### src/rtl/adcmux_seq.sv
// Scans enabled ADC channels: drives mux selects, waits settle time, pulses start, captures result.
// Latency: selects 1 cycle after selection; start after max(settle_cyc,1) cycles; result 1 cycle after adc_done.
// Backpressure: result held on res_valid until res_ready; no new channel is selected before acceptance.
module adcmux_seq #(
  parameter int DATA_W   = 12,
  parameter int SETTLE_W = 8
) (
  input  logic                clk,
  input  logic                reset,
  input  logic                en,
  input  logic [3:0]          chmask,
  input  logic [SETTLE_W-1:0] settle_cyc,
  output logic                mux_msb,
  output logic                mux_lsb,
  output logic                adc_start,
  input  logic                adc_done,
  input  logic [DATA_W-1:0]   adc_data,
  output logic                res_valid,
  input  logic                res_ready,
  output logic [1:0]          res_ch,
  output logic [DATA_W-1:0]   res_data,
  output logic                busy
);

  typedef enum logic [1:0] {IDLE, SETTLE, CONVERT, OUTPUT} state_t;

  state_t              state, state_n;
  logic [1:0]          ptr, ptr_n;
  logic [1:0]          ch, ch_n;
  logic [SETTLE_W-1:0] cnt, cnt_n;
  logic                adc_start_n, res_valid_n, busy_n;
  logic [1:0]          res_ch_n;
  logic [DATA_W-1:0]   res_data_n;
  logic [1:0]          scan_base, pick;
  logic                pick_vld, do_sel;

  assign {mux_msb, mux_lsb} = ch;

  // On acceptance the scan restarts just past the channel being retired.
  always_comb begin
    scan_base = (state == OUTPUT) ? ch + 2'd1 : ptr;
    pick      = scan_base;
    pick_vld  = 1'b0;
    for (int i = 3; i >= 0; i--) begin
      if (chmask[scan_base + 2'(i)]) begin
        pick     = scan_base + 2'(i);
        pick_vld = 1'b1;
      end
    end
  end

  always_comb begin
    state_n     = state;
    ptr_n       = ptr;
    ch_n        = ch;
    cnt_n       = cnt;
    adc_start_n = 1'b0;
    res_valid_n = res_valid;
    res_ch_n    = res_ch;
    res_data_n  = res_data;
    do_sel      = 1'b0;
    case (state)
      IDLE: begin
        if (en && pick_vld) do_sel = 1'b1;
      end
      SETTLE: begin
        if (cnt <= SETTLE_W'(1)) begin
          state_n     = CONVERT;
          adc_start_n = 1'b1;
        end else begin
          cnt_n = cnt - SETTLE_W'(1);
        end
      end
      CONVERT: begin
        if (adc_done) begin
          res_data_n  = adc_data;
          res_ch_n    = ch;
          res_valid_n = 1'b1;
          state_n     = OUTPUT;
        end
      end
      OUTPUT: begin
        if (res_ready) begin
          res_valid_n = 1'b0;
          ptr_n       = ch + 2'd1;
          if (en && pick_vld) do_sel = 1'b1;
          else                state_n = IDLE;
        end
      end
      default: state_n = IDLE;
    endcase
    if (do_sel) begin
      ch_n    = pick;
      cnt_n   = settle_cyc;
      state_n = SETTLE;
    end
    busy_n = (state_n != IDLE);
  end

  always_ff @(posedge clk) begin
    if (reset) begin
      state     <= IDLE;
      ptr       <= 2'd0;
      ch        <= 2'd0;
      cnt       <= '0;
      adc_start <= 1'b0;
      res_valid <= 1'b0;
      res_ch    <= 2'd0;
      res_data  <= '0;
      busy      <= 1'b0;
    end else begin
      state     <= state_n;
      ptr       <= ptr_n;
      ch        <= ch_n;
      cnt       <= cnt_n;
      adc_start <= adc_start_n;
      res_valid <= res_valid_n;
      res_ch    <= res_ch_n;
      res_data  <= res_data_n;
      busy      <= busy_n;
    end
  end

endmodule

### config.mk
export PLATFORM = sky130hd
export DESIGN_NAME = adcmux_seq
export DESIGN_NICKNAME = d
export VERILOG_FILES = /design/src/rtl/adcmux_seq.sv
export SDC_FILE = /design/constraint.sdc
export NUM_CORES = 1
export LEC_CHECK = 0
export ABC_AREA = 1
export BUFFER_PORTS_ARGS = -buffer_cell sky130_fd_sc_hd__buf_2
export CORE_MARGIN = 3
export CORE_UTILIZATION = 37
export DETAILED_ROUTE_END_ITERATION = 10
export GPL_ROUTABILITY_DRIVEN = 1
export HOLD_SLACK_MARGIN = 0.1
export PLACE_DENSITY_LB_ADDON = 0.3
export RECOVER_POWER = 100
export SLEW_MARGIN = 5
export SYNTH_ARGS = -nofsm -noshare
export SYNTH_HDL_FRONTEND = slang
export SYNTH_SLANG_ARGS = --single-unit
### constraint.sdc
create_clock -name clk -period 1.8 [get_ports clk]
set_input_delay 0.18 -clock clk [delete_from_list [all_inputs] [get_ports clk]]
set_output_delay 0.18 -clock clk [all_outputs]
set_load 0.02 [all_outputs]
After elaboration in Yosys (flattened, before gate mapping) --
Cells that the tools add are included. W data, S select, Z words.
Word-level totals: ROM bits 0, register bits after elaboration 31, memories kept 0, input bits 29, memory bits (writable) 0, latch bits 0
Operators by class: $lt $le $gt $ge 5, muxes and demuxes 33, shift operators 0, div/mod/pow operators 0, bitwise logic cells 1, $mul 0, eq/ne operators 6, add/sub/neg operators 5, reduce and logical (&&, ||, !) cells 10
Operators by type and width (number):
- $mux W8 | 3
- $mux W2 | 10
- $mux W1 | 13
- $lt A2 B3 Y1 const B | 4
- $bmux W1 S2 | 4
- $le A8 B1 Y1 const B | 1
- $sub A8 B1 Y8 const B | 1
- $ne A2 B2 Y1 const B | 3
- $pmux W2 S3 | 1
- $reduce_and A2 Y1 | 3
- $reduce_bool A2 Y1 | 3
- $add A2 B1 Y2 const B | 2
- $add A2 B2 Y2 const B | 2
- $eq A2 B2 Y1 const B | 2
- $pmux W1 S2 | 2
- $reduce_and A3 Y1 | 1
- $eq A2 B1 Y1 const B | 1
- $logic_not A2 Y1 | 1
- $reduce_or A2 Y1 | 1
- $logic_and A1 B1 Y1 | 1
- $not A1 Y1 | 1

Longest topological paths before layout --
Gate-level depths: netlist of the first run.
word-level depth 15, depth in mapped cells 18

Worst setup path after synthesis of the first run --
No wires, ideal clock.
kind reg-to-reg, start register state[0], end register busy, setup time 114 ps, path slack -62 ps, cell stages (with the launch flop) 18, arrival time 1748 ps, clock period less this slack 1862 ps, cell sequence dfxtp_1 ha_1 inv_2 nand2_4 nand2_4 o21ai_2 nand2_2 nor2_4 nand2_2 nand2_2 inv_2 nand2_4 buf_8 o21ai_2 inv_2 nand2_1 nand2_1 nand2_1
On the way: word-level cells in the longest chain between the ends 15
RTL lines:
- start, declared | line 27 | state_t state, state_n;
- start signal, assigned | line 112 | state <= state_n;
- $eq A2 B2 Y1 | line 41, 62
- $mux W2 | line 41 | scan_base = (state == OUTPUT) ? ch + 2'd1 : ptr;
- $add A2 B2 Y2 | line 45 | if (chmask[scan_base + 2'(i)]) begin
- $bmux W1 S2 | line 45
- $mux W1 (implied by the code) | line 45
- $mux W1 (4 in a row) | line 45
- $logic_and A1 B1 Y1 | line 64, 86
- $mux W2 or $mux W1 (tied branches) | line 86, 64
- $mux W2 or $mux W1 (tied branches) | line 83 | if (res_ready) begin
- $pmux W2 S3 or $pmux W1 S2 (tied branches) | line 62 | case (state)
- $mux W2 * | line 92 | if (do_sel) begin
- $reduce_bool A2 Y1 * | line 97 | busy_n = (state_n != IDLE);
- end signal, assigned | line 120 | busy <= busy_n;
- end, declared | line 22 | output logic busy
Mark *: on every way between the ends. The rest lies on a longest branch, timed or not. The select of a mux whose other input is x is not followed. A chain may end at the register's enable or synchronous reset.

Worst setup path after layout of the first run --
start register state[0], end register cnt[6]
On the way: word-level cells in the longest chain between the ends 15
RTL lines:
- $eq A2 B2 Y1 | line 41, 62
- $mux W2 | line 41
- $add A2 B2 Y2 | line 45
- $bmux W1 S2 | line 45
- $mux W1 (implied by the code) | line 45
- $mux W1 (4 in a row) | line 45
- $logic_and A1 B1 Y1 | line 64, 86
- $mux W1 | line 64, 86
- $mux W1 | line 83
- $pmux W1 S2 | line 62
- $ne A2 B2 Y1 (no line) or $reduce_bool A2 Y1 (tied branches)
- $reduce_and A2 Y1 (no line)
- end signal, assigned | line 115 | cnt <= cnt_n;
- end, declared | line 30 | logic [SETTLE_W-1:0] cnt, cnt_n;
Several ways; a longest one is shown, not always the timed one. The select of a mux whose other input is x is not followed.

==> impl_table.tex, run 1 <==
\begin{tabular}{lr}
\hline
Metric & Value \\
\hline
\multicolumn{2}{l}{\textbf{Run status}} \\
Status & finished with violations \\
Violations in the final reports & negative setup slack \\
\multicolumn{2}{l}{\textbf{Floorplan}} \\
Placeable core area & 0.00450 sq mm \\
Starting Density & 39.5\% \\
Count of pins on the block boundary & 48 \\
Die outline height & 75.3 um \\
Die Wd & 75.3 um \\
Standard-cell row count & 24 \\
Die area & 0.00567 sq mm \\
\multicolumn{2}{l}{\textbf{Power and ir drop}} \\
Power density cells & 1430 mW/mm\^{}2 \\
Leakage dissipation & 0.00112 uW \\
VDD IR-drop max & 0.678 mV \\
\multicolumn{2}{l}{\textbf{Synth}} \\
Flip-flop cell with the highest count after synthesis & dfxtp\_1 \\
Area of the mapped netlist & 0.00178 sq mm \\
Dominant cells by area after synthesis & dfxtp\_1, nand2\_1, nor2\_1 \\
Count of unique library cells instantiated by Yosys & 32 \\
Sequential fraction of the synthesis area & 34.9\% \\
Number of synthesized flops with an enable pin & 0 \\
Async SR Flop Fraction & 0\% \\
Top cell type's share of synthesized area & 34.9\% \\
Flip-flop and latch count after synthesis & 31 \\
Ys Warns & 0 \\
Cell taking the most area after synthesis & dfxtp\_1 \\
Nets in the synthesized netlist & 292 \\
Average instance area after synthesis & 6.97 sq um \\
Post-Syn Instances & 255 \\
\multicolumn{2}{l}{\textbf{STA}} \\
Worst setup slack after layout & -0.0145 ns \\
Layout Skew & 0.00675 ns \\
Transition time at the pin with the least slew margin & 0.559 ns \\
Worst max-slew margin expressed relative to the limit & 62.7\% \\
Post-route fraction of the period consumed by the critical path & 101\% \\
Final critical delay including setup and external delays & 1.81 ns \\
Final Setup Violations & 5 \\
Max Clk Rate & 0.551 GHz \\
Pins Over Slew Limit & 0 \\
Final Hold Violating Endpoints & 0 \\
Sum of negative setup slack & -0.0495 ns \\
Setup repair after global routing missed its margin & yes \\
\multicolumn{2}{l}{\textbf{Critical path}} \\
Reg2Reg Setup Slack & -0.01 ns \\
Critical Path Most Common Cell & nand2\_2 \\
Required time at the worst-slack endpoint & 1.98 ns \\
Start point of the critical path & state[0]\$\_SDFF\_PP0\_ \\
Worst Setup Start Kind & flip-flop \\
Count of buffering cells on the critical path with inverters included & 3 \\
Endpoint of the most critical register-to-register path & cnt[6]\$\_SDFFE\_PP0P\_ \\
Arrival time of data at the critical path endpoint & 1.99 ns \\
Sort of element at the end of the critical path & flip-flop \\
Slowest cell on the critical path & dfxtp\_4 \\
Worst reg2reg startpoint & state[0]\$\_SDFF\_PP0\_ \\
Depth of the most critical reg-to-reg path & 16 \\
Worst-path cell chain & ha\_4 > inv\_4 > nand2\_4 > nand3\_1 > nand2\_2 > nand2\_2 > nand2\_4 > nor2\_4 > nand2\_2 > nand2\_2 > inv\_2 > nand2\_4 > buf\_12 > nand2\_1 > o21ai\_2 > a21oi\_1 \\
Maximum single-stage delay on the critical path & 0.37 ns \\
Max FO, Critical Path & 5 \\
Worst Setup Path Type & flip-flop to flip-flop \\
Top delay family on crit path & simple AND/OR/NAND/NOR gates \\
\multicolumn{2}{l}{\textbf{Detailed routing}} \\
Length of routed met3 wiring & 253 um \\
First-pass DRT Iterations & 4 \\
Number of DRC markers in iteration 0 & 63 \\
Post-detailed-route DRC marker count & 0 \\
Highest metal used & met4 \\
Routed length per placed instance & 11.4 um \\
Total routed wirelength & 4260 um \\
Routed wire length on met2 & 1950 um \\
Number of nets with antenna violations after routing & 0 \\
M1 wire length & 1990 um \\
Via/cell ratio & 4.76 \\
Routed vias & 1,786 \\
\multicolumn{2}{l}{\textbf{CTS}} \\
Clk root buf & clkbuf\_8 \\
Clock Latency Late Sink & 0.29 ns \\
Clock tree buffer depth & 2 \\
CTS buffer count & 5 \\
CTS tree & yes \\
Worst-path clk slew & 0.07 ns \\
Clock sink total & 31 \\
H-Tree Depth & 2 \\
\multicolumn{2}{l}{\textbf{Global route}} \\
Initial antenna violation count & 0 \\
Via count of the first global-routing pass & 1,638 \\
GR Util All Layers & 16.5\% \\
Pin count of the biggest net entering global routing & 16 \\
Total grt overflow & 0 \\
Wire length of the first global-routing pass & 7050 um \\
\multicolumn{2}{l}{\textbf{Finish}} \\
Area overhead of the layout relative to synthesis & 36.0\% \\
Fraction of final layout cells with drive strength greater than 1 & 31.0\% \\
Utilization of the core after routing & 53.7\% \\
Final antenna diode count & 0 \\
Net count of the finished layout & 359 \\
\multicolumn{2}{l}{\textbf{Worst hold path}} \\
Type of the worst min-delay path & input port to flip-flop \\
Startpoint of the tightest hold check path & settle\_cyc[3] \\
Hold Path Sink & cnt[3]\$\_SDFFE\_PP0P\_ \\
Cell depth of the worst min-delay path & 3 \\
\multicolumn{2}{l}{\textbf{Placed design}} \\
Placer's final routability congestion estimate & 0.809 \\
Port Buf Inserts & 47 \\
Half-perimeter wire length of the detailed placement result & 3220 um \\
\multicolumn{2}{l}{\textbf{Job}} \\
Number of maximum-capacitance violations & 0 \\
\hline
\end{tabular}
worst register-to-register path, delay by kind of cell (launching register included):
kind                     cells  cell delay (ns)
AO/OA/AOI/OAI                2             0.14
adder cells (fa/ha/maj)      1             0.18
buffers and inverters        3             0.25
flip-flops                   1             0.37
AND/OR/NAND/NOR             10             0.77
metrics by stage:
step	setup slack (ns)	power, uW	std cells	area, sq um	hold WS (ns)
after CTS	0.00357	3320	372	2320	0.125
final	-0.0145	3450	375	2420	0.130
after global placement	-0.0188	2460	363	2170	0.419
after floorplan	0.0117	2050	255	1780	0.249
after global routing	-0.167	3730	375	2420	0.136
after detailed placement	-0.0266	2480	363	2170	0.429
Yosys cell counts (6+ instances only):
| library cell | number |
|---|---|
| ha_1 | 8 |
| o21ai_0 | 24 |
| o21ai_1 | 6 |
| dfxtp_1 | 31 |
| inv_1 | 26 |
| nor2_1 | 38 |
| nand2_2 | 9 |
| nand3_1 | 17 |
| nand2_1 | 41 |
| a21oi_1 | 14 |
cell usage in the layout (no fill, tap or decap), types with 2 or more instances in the layout:
master | Yosys | layout
buf_2 | 0 | 30
o21ai_2 | 4 | 9
inv_1 | 26 | 25
dfxtp_4 | 0 | 2
nor3_1 | 2 | 2
a31oi_1 | 4 | 4
ha_1 | 8 | 6
inv_2 | 4 | 4
buf_4 | 0 | 17
bufinv_16 | 0 | 2
nand3_1 | 17 | 12
xor2_1 | 4 | 4
nor2_1 | 38 | 38
a21oi_1 | 14 | 14
nand2_1 | 41 | 38
nand2_2 | 9 | 12
o21a_1 | 2 | 2
nand3_2 | 0 | 5
dfxtp_1 | 31 | 28
ha_4 | 0 | 2
nand2_4 | 4 | 4
o21ai_0 | 24 | 24
clkbuf_8 | 0 | 5
clkbuf_1 | 3 | 18
report_power, final:
part / switching, uW / internal, uW / total, uW
logic: 941 / 676 / 1620
registers: 147 / 865 / 1010
clock network: 266 / 553 / 820
total: 1350 / 2090 / 3450
worst max path at each step:
stage / end / slack (ns) / cells after the start
CTS: ch[1]$_SDFFE_PP0P_ / 0.004 / 16
floorplan: busy$_SDFF_PP0_ / 0.01 / 17
finish: cnt[6]$_SDFFE_PP0P_ / -0.01 / 16
detailed placement: cnt[4]$_SDFFE_PP0P_ / -0.03 / 13
global placement: cnt[0]$_SDFFE_PP0P_ / -0.02 / 13
global route: ch[1]$_SDFFE_PP0P_ / -0.17 / 16
routing by layer:
| layer | vias to the layer above | GRT usage (%) |
|---|---|---|
| li1 | 958 | - |
| met1 | 779 | 20.0 |
| met2 | 42 | 27.2 |
| met3 | 7 | 5.28 |
| met4 | 0 | 6.41 |
| met5 | - | 0 |
flip-flops by register name, summed over array words and instances (netlist names):
signal and count:
res_ch 2, ch 2, res_valid 1, res_data 12, ptr 2, cnt 8, state 2, busy 1
adc_start 1
final cells by class:
type / count / area, sq um
clock buffer: 6 / 72.6
clock inverter: 2 / 60.1
fill: 462 / 2090
inverter: 31 / 124
multi-input combinational: 186 / 1070
sequential: 31 / 629
tap: 52 / 65.1
timing repair buffer: 67 / 398
cell families after synthesis:
family,Yosys count,synth area share [%]
AO/OA/AOI/OAI,57,17.9
XOR/XNOR,5,2.46
adder cells (fa/ha/maj),8,5.63
buffers and inverters,38,9.29
flip-flops,31,34.9
AND/OR/NAND/NOR,116,29.8
what timing repair did:
| item | CTS | global route |
|---|---|---|
| endpoints found under the setup margin | 8 | 13 |
| hold buffers | 0 | 0 |
| pin swaps | 0 | 10 |
| gates cloned | 0 | 1 |
| setup buffers | 1 | 2 |
| resized for setup | 3 | 20 |
Power figures use the tool's default switching activity.
==> run 2: changes to the inputs <==
--- a/config.mk
+++ b/config.mk
@@ -5,7 +5,6 @@
 export SDC_FILE = /design/constraint.sdc
 export NUM_CORES = 1
 export LEC_CHECK = 0
-export ABC_AREA = 1
 export BUFFER_PORTS_ARGS = -buffer_cell sky130_fd_sc_hd__buf_2
 export CORE_MARGIN = 3
 export CORE_UTILIZATION = 37
==> impl_table.tex, run 2 <==
\begin{tabular}{lr}
\hline
Metric & Value \\
\hline
\multicolumn{2}{l}{\textbf{Critical path}} \\
Slowest cell on the critical path & or3\_4 \\
Maximum single-stage delay on the critical path & 0.38 ns (about the same) \\
Worst-path cell chain & or3\_4 > o31a\_1 > a2111oi\_4 > o22ai\_1 \\
Worst Setup Path Type & flip-flop to flip-flop \\
Sort of element at the end of the critical path & flip-flop \\
Reg2Reg Setup Slack & 0.05 ns (+0.06 ns) \\
Required time at the worst-slack endpoint & 1.95 ns (-0.03 ns) \\
Count of buffering cells on the critical path with inverters included & 0 (-3) \\
Max FO, Critical Path & 5 (unchanged) \\
Top delay family on crit path & compound AO/OA/AOI/OAI gates \\
Worst Setup Start Kind & flip-flop \\
Arrival time of data at the critical path endpoint & 1.90 ns (-0.09 ns) \\
\multicolumn{2}{l}{\textbf{CTS}} \\
CTS buffer count & 5 (unchanged) \\
Number of buffers inserted by hold repair at cts & 0 (unchanged) \\
Clock sink total & 31 (unchanged) \\
Clock tree buffer depth & 2 (unchanged) \\
Worst-path clk slew & 0.07 ns (about the same) \\
Clk root buf & clkbuf\_8 \\
H-Tree Depth & 2 (unchanged) \\
CTS tree & yes \\
Clock Latency Late Sink & 0.28 ns (about the same) \\
\multicolumn{2}{l}{\textbf{Synth}} \\
Cell taking the most area after synthesis & dfxtp\_1 \\
Number of synthesized flops with an enable pin & 0 (unchanged) \\
Async SR Flop Fraction & 0\% (unchanged) \\
Count of unique library cells instantiated by Yosys & 47 (+47\%) \\
Dominant cells by area after synthesis & dfxtp\_1, nand2\_1, a21oi\_1 \\
Most frequently used cell type in the post-synthesis netlist & nand2\_1 \\
Post-Syn Instances & 208 (-18\%) \\
Flip-flop and latch count after synthesis & 31 (unchanged) \\
Area of the mapped netlist & 0.00173 sq mm (-2.9\%) \\
Nets in the synthesized netlist & 245 (-16\%) \\
Top cell type's share of synthesized area & 35.9\% (+1.0 points) \\
Sequential fraction of the synthesis area & 35.9\% (+1.0 points) \\
Flip-flop cell with the highest count after synthesis & dfxtp\_1 \\
Top cells by instance count after synthesis & nand2\_1, dfxtp\_1, a21oi\_1, nor2\_1, a211oi\_1 \\
Ys Warns & 0 (unchanged) \\
Average instance area after synthesis & 8.30 sq um (+19\%) \\
\multicolumn{2}{l}{\textbf{Detailed routing}} \\
First-pass DRT Iterations & 4 (unchanged) \\
Number of DRC markers in iteration 0 & 86 (+37\%) \\
Routed vias & 1,676 (-6.2\%) \\
Total routed wirelength & 4140 um (-2.9\%) \\
Via/cell ratio & 5.17 (+8.6\%) \\
Post-detailed-route DRC marker count & 0 (unchanged) \\
Number of nets with antenna violations after routing & 0 (unchanged) \\
Routed length per placed instance & 12.8 um (+12\%) \\
\multicolumn{2}{l}{\textbf{STA}} \\
Final Setup Violations & 0 (-5) \\
Max Clk Rate & 0.572 GHz (+3.7\%) \\
Worst max-slew margin expressed relative to the limit & 66.9\% (+4.2 points) \\
Transition time at the pin with the least slew margin & 0.496 ns (-0.0629 ns) \\
Final Hold Violating Endpoints & 0 (unchanged) \\
Final critical delay including setup and external delays & 1.75 ns (-0.0648 ns) \\
Pins Over Slew Limit & 0 (unchanged) \\
Setup repair after global routing missed its margin & yes \\
Layout Skew & 0.00548 ns (-0.00126 ns) \\
Min Hold Slack & 0.130 ns (-0.0000610 ns) \\
Sum of negative setup slack & 0 ns (+0.0495 ns) \\
Post-route fraction of the period consumed by the critical path & 97.2\% (-3.6 points) \\
\multicolumn{2}{l}{\textbf{Finish}} \\
Post-route cell area & 0.00226 sq mm (-6.6\%) \\
Top Registers & res\_data x12, cnt x8 \\
Net count of the finished layout & 308 (-14\%) \\
Fraction of final layout cells with drive strength greater than 1 & 27.2\% (-3.8 points) \\
Final antenna diode count & 0 (unchanged) \\
Most frequent standard cell in the layout excluding fill and tap cells & nand2\_1 \\
Area overhead of the layout relative to synthesis & 30.7\% \\
Post-Layout Cell Count & 324 (-14\%) \\
Max reg flops & 12 (unchanged) \\
Most used cells in the layout excluding fill and tap cells & nand2\_1, dfxtp\_1, buf\_2, buf\_4, a21oi\_1 \\
Most flops, register & res\_data \\
\multicolumn{2}{l}{\textbf{Power and ir drop}} \\
Leakage dissipation & 0.000855 uW (-24\%) \\
PnR Total Power & 3600 uW (+4.3\%) \\
VDD IR-drop max & 0.581 mV (-14\%) \\
Power density cells & 1590 mW/mm\^{}2 (+12\%) \\
\multicolumn{2}{l}{\textbf{Global route}} \\
Met1 demand-to-capacity share in global routing & 20.6\% (+0.61 points) \\
Via count of the first global-routing pass & 1,422 (-13\%) \\
Met3 routing resource usage after global routing & 4.05\% (-1.2 points) \\
Wire length of the first global-routing pass & 6500 um (-7.8\%) \\
Highest-utilization routing layer at the global route stage & met2 \\
GR Util All Layers & 15.1\% (-1.4 points) \\
Total grt overflow & 0 (unchanged) \\
Initial antenna violation count & 0 (unchanged) \\
Pin count of the biggest net entering global routing & 20 (+4) \\
Global routing usage on met2 & 23.3\% (-3.9 points) \\
\multicolumn{2}{l}{\textbf{Floorplan}} \\
Die Wd & 74.3 um (-1.3\%) \\
Die outline height & 74.3 um (-1.3\%) \\
Placeable core area & 0.00444 sq mm (-1.3\%) \\
Count of pins on the block boundary & 48 (unchanged) \\
Die area & 0.00552 sq mm (-2.7\%) \\
Starting Density & 38.9\% (-0.62 points) \\
Standard-cell row count & 24 (unchanged) \\
\multicolumn{2}{l}{\textbf{Worst hold path}} \\
Type of the worst min-delay path & input port to flip-flop \\
\multicolumn{2}{l}{\textbf{Placed design}} \\
Half-perimeter wire length of the detailed placement result & 3080 um (-4.4\%) \\
Placer's final routability congestion estimate & 0.795 (-1.7\%) \\
Placed cells & 315 (-13\%) \\
Post-Place Cell Area & 0.00213 sq mm (-2.0\%) \\
Port Buf Inserts & 47 (unchanged) \\
\multicolumn{2}{l}{\textbf{Run status}} \\
Status & complete, no violations \\
\multicolumn{2}{l}{\textbf{Job}} \\
Number of maximum-capacitance violations & 0 (unchanged) \\
\hline
\end{tabular}
-- run 2: worst min-delay path: stages --
cell     delay [ns]
buf_2          0.09
nand2_1        0.04
a21oi_1        0.05
-- run 2: final timing paths --
path,start,endpoint,depth (start not counted)
min reg2reg,res_data[0]$_SDFFE_PP0P_,res_data[0]$_SDFFE_PP0P_,2
max reg2reg,cnt[3]$_SDFFE_PP0P_,busy$_SDFF_PP0_,4
min,adc_data[4],res_data[4]$_SDFFE_PP0P_,3
max,cnt[3]$_SDFFE_PP0P_,busy$_SDFF_PP0_,4
-- run 2: area by class of cell --
| type | instances | area [sq um] |
|---|---|---|
| multi-input cells | 158 | 1050 |
| flip-flops and latches | 31 | 627 |
| well taps | 52 | 65.1 |
| clock inverters | 2 | 35.0 |
| inverters | 7 | 26.3 |
| clock buffers | 6 | 82.6 |
| repair buffers | 68 | 369 |
| fillers | 459 | 2190 |
-- run 2: report_power, final --
| group | switching (uW) | internal, uW | total [uW] | leakage, uW |
|---|---|---|---|---|
| clock | 268 | 448 | 715 | 0.0000612 |
| combinational | 978 | 888 | 1870 | 0.000540 |
| sequential | 148 | 869 | 1020 | 0.000254 |
-- run 2: logic make-up (layout without fill, tap and decap cells) --
logic type	count (synthesis)	after routing	share of synthesized area [%]
AO/OA/AOI/OAI	60	60	26.6
buffers and inverters	19	83	4.71
adder cells (fa/ha/maj)	8	8	5.80
AND/OR/NAND/NOR	84	84	23.7
multiplexers	2	2	1.23
flip-flops	31	31	35.9
XOR/XNOR	4	4	2.03
-- run 2: per-layer routing --
metal  vias up  share of wire (%)  wire length [um]
met2        34                 47              1930
li1        877                  -                 -
met1       759                 48              1980
met3         6                4.5               185
met4         0                1.1                47
met5         -                  0                 0
-- run 2: through the flow --
stage                     setup slack, ns  util [%]
after floorplan                 -0.000658         -
after CTS                          0.0258      50.5
after detailed placement           0.0439      47.8
final                              0.0503      50.8
after global placement             0.0757      47.8
after global routing             -0.00866      50.8
-- run 2: repair_timing --
action / CTS / global route
endpoints found under the setup margin: 0 / 21
endpoints found under the hold margin: 0 / 0
gates resized for setup: 0 / 12
buffers inserted: 0 / 1
==> run 3: changes to the inputs <==
--- a/config.mk
+++ b/config.mk
@@ -11,6 +11,7 @@
 export DETAILED_ROUTE_END_ITERATION = 10
 export GPL_ROUTABILITY_DRIVEN = 1
 export HOLD_SLACK_MARGIN = 0.1
+export MAX_ROUTING_LAYER = met4
 export PLACE_DENSITY_LB_ADDON = 0.3
 export RECOVER_POWER = 100
 export SLEW_MARGIN = 5
==> impl_table.tex, run 3 (same netlist as run 2, synthesis figures left out) <==
\begin{tabular}{lr}
\hline
Metric & Value \\
\hline
\multicolumn{2}{l}{\textbf{Detailed routing}} \\
Number of DRC markers in iteration 0 & 88 (+2.3\%) \\
Routed length per placed instance & 12.8 um (about the same) \\
Routed vias & 1,673 (-0.18\%) \\
First-pass DRT Iterations & 4 (unchanged) \\
Number of nets with antenna violations after routing & 0 (unchanged) \\
Total routed wirelength & 4140 um (about the same) \\
Via/cell ratio & 5.16 (-0.18\%) \\
Post-detailed-route DRC marker count & 0 (unchanged) \\
\multicolumn{2}{l}{\textbf{Finish}} \\
Area overhead of the layout relative to synthesis & 30.7\% (unchanged) \\
Fraction of final layout cells with drive strength greater than 1 & 27.2\% (unchanged) \\
Max reg flops & 12 (unchanged) \\
Post-Layout Cell Count & 324 (unchanged) \\
Most flops, register & res\_data \\
Net count of the finished layout & 308 (unchanged) \\
Top Registers & res\_data x12, cnt x8 \\
Post-route cell area & 0.00226 sq mm (unchanged) \\
Most used cells in the layout excluding fill and tap cells & nand2\_1, dfxtp\_1, buf\_2, buf\_4, a21oi\_1 \\
Most frequent standard cell in the layout excluding fill and tap cells & nand2\_1 \\
Final antenna diode count & 0 (unchanged) \\
\multicolumn{2}{l}{\textbf{Placed design}} \\
Worst slack after detailed placement & 0.0439 ns (unchanged) \\
Post-Place Cell Area & 0.00213 sq mm (unchanged) \\
Half-perimeter wire length of the detailed placement result & 3080 um (unchanged) \\
Placer's final routability congestion estimate & 0.807 (+1.4\%) \\
Port Buf Inserts & 47 (unchanged) \\
Placed cells & 315 (unchanged) \\
\multicolumn{2}{l}{\textbf{Global route}} \\
Wire length of the first global-routing pass & 6500 um (unchanged) \\
Pin count of the biggest net entering global routing & 20 (unchanged) \\
Total grt overflow & 0 (unchanged) \\
Via count of the first global-routing pass & 1,421 (-0.070\%) \\
Initial antenna violation count & 0 (unchanged) \\
GR Util All Layers & 15.6\% (+0.47 points) \\
\multicolumn{2}{l}{\textbf{Floorplan}} \\
Die outline height & 74.3 um (unchanged) \\
Die area & 0.00552 sq mm (unchanged) \\
Standard-cell row count & 24 (unchanged) \\
Count of pins on the block boundary & 48 (unchanged) \\
Starting Density & 38.9\% (unchanged) \\
Placeable core area & 0.00444 sq mm (unchanged) \\
Die Wd & 74.3 um (unchanged) \\
\multicolumn{2}{l}{\textbf{Power and ir drop}} \\
VDD IR-drop max & 0.581 mV (about the same) \\
Reported net switching power & 1390 uW (about the same) \\
Power density cells & 1590 mW/mm\^{}2 (about the same) \\
Logic gate share of total power & 51.9\% (about the same) \\
Leakage dissipation & 0.000855 uW (unchanged) \\
Proportion of power drawn by flip-flops and latches & 28.2\% (about the same) \\
Clock power frac & 19.9\% (about the same) \\
Internal power consumption & 2200 uW (about the same) \\
Net Sw Frac & 38.7\% (about the same) \\
\multicolumn{2}{l}{\textbf{CTS}} \\
CTS buffer count & 5 (unchanged) \\
Clock sink total & 31 (unchanged) \\
Worst-path clk slew & 0.07 ns (about the same) \\
Clk root buf & clkbuf\_8 \\
Clock Latency Late Sink & 0.28 ns (about the same) \\
Clock tree buffer depth & 2 (unchanged) \\
H-Tree Depth & 2 (unchanged) \\
CTS tree & yes \\
Number of buffers inserted by hold repair at cts & 0 (unchanged) \\
\multicolumn{2}{l}{\textbf{STA}} \\
Pins Over Slew Limit & 0 (unchanged) \\
Worst setup slack after layout & 0.0503 ns (-0.000000200 ns) \\
Transition time at the pin with the least slew margin & 0.496 ns (+0.000561 ns) \\
Final Setup Violations & 0 (unchanged) \\
Final critical delay including setup and external delays & 1.75 ns (+0.000000200 ns) \\
Post-route fraction of the period consumed by the critical path & 97.2\% (about the same) \\
Setup repair after global routing missed its margin & yes \\
Worst max-slew margin expressed relative to the limit & 66.9\% (about the same) \\
Final Hold Violating Endpoints & 0 (unchanged) \\
Sum of negative setup slack & 0 ns (unchanged) \\
Max Clk Rate & 0.572 GHz (unchanged) \\
Layout Skew & 0.00548 ns (+0.000000360 ns) \\
\multicolumn{2}{l}{\textbf{Critical path}} \\
Worst Setup Path Type & flip-flop to flip-flop \\
Worst Setup Start Kind & flip-flop \\
Reg2Reg Setup Slack & 0.05 ns (about the same) \\
Arrival time of data at the critical path endpoint & 1.90 ns (about the same) \\
Sort of element at the end of the critical path & flip-flop \\
Required time at the worst-slack endpoint & 1.95 ns (about the same) \\
Max FO, Critical Path & 5 (unchanged) \\
\multicolumn{2}{l}{\textbf{Run status}} \\
Status & complete, no violations \\
\multicolumn{2}{l}{\textbf{Worst hold path}} \\
Type of the worst min-delay path & input port to flip-flop \\
\multicolumn{2}{l}{\textbf{Job}} \\
Number of maximum-capacitance violations & 0 (unchanged) \\
\hline
\end{tabular}
-- run 3: power groups by stage --
stage                     registers, uW  clock network (uW)  logic [uW]
after floorplan                    1080                   0        1160
final                              1020                 715        1870
after global placement             1010                   0        1800
after detailed placement           1010                   0        1810
after CTS                           995                 738        1820
after global routing               1040                 763        2070
-- run 3: through the flow --
| stage | hold slack [ns] | utilization, % | power [uW] |
|---|---|---|---|
| floorplan | 0.316 | - | 2240 |
| finish | 0.130 | 50.8 | 3600 |
| global route | 0.118 | 50.8 | 3870 |
| detailed placement | 0.425 | 47.8 | 2820 |
| CTS | 0.115 | 50.5 | 3560 |
| global placement | 0.422 | 47.8 | 2810 |
-- run 3: final cells by class --
type	instances	area (sq um)
clock buffers	6	82.6
clock inverters	2	35.0
fillers	459	2190
inverters	7	26.3
multi-input cells	158	1050
flip-flops and latches	31	627
well taps	52	65.1
repair buffers	68	369
-- run 3: repair_timing --
action | 4_1_cts | 5_1_grt
buffers inserted | 0 | 1
endpoints found under the setup margin | 0 | 21
gates resized for setup | 0 | 12
-- run 3: worst paths after layout --
check                                               from                  endpoint  depth (start not counted)
worst min register to register  res_data[0]$_SDFFE_PP0P_  res_data[0]$_SDFFE_PP0P_                          2
worst max-delay path                 cnt[3]$_SDFFE_PP0P_           busy$_SDFF_PP0_                          4
worst max register to register       cnt[3]$_SDFFE_PP0P_           busy$_SDFF_PP0_                          4
worst min-delay path                         adc_data[4]  res_data[4]$_SDFFE_PP0P_                          3
-- run 3: routing by layer --
layer | global-route usage, % | wire length, um
met1 | 20.6 | 1970
met2 | 23.3 | 1940
met3 | 4.05 | 185
met4 | 4.74 | 46
met5 | - | 0
-- run 3: critical path: stages, from the launching register on --
cell	delay, ns
dfxtp_1	0.36
or3_4	0.38
o31a_1	0.35
a2111oi_4	0.38
o22ai_1	0.15
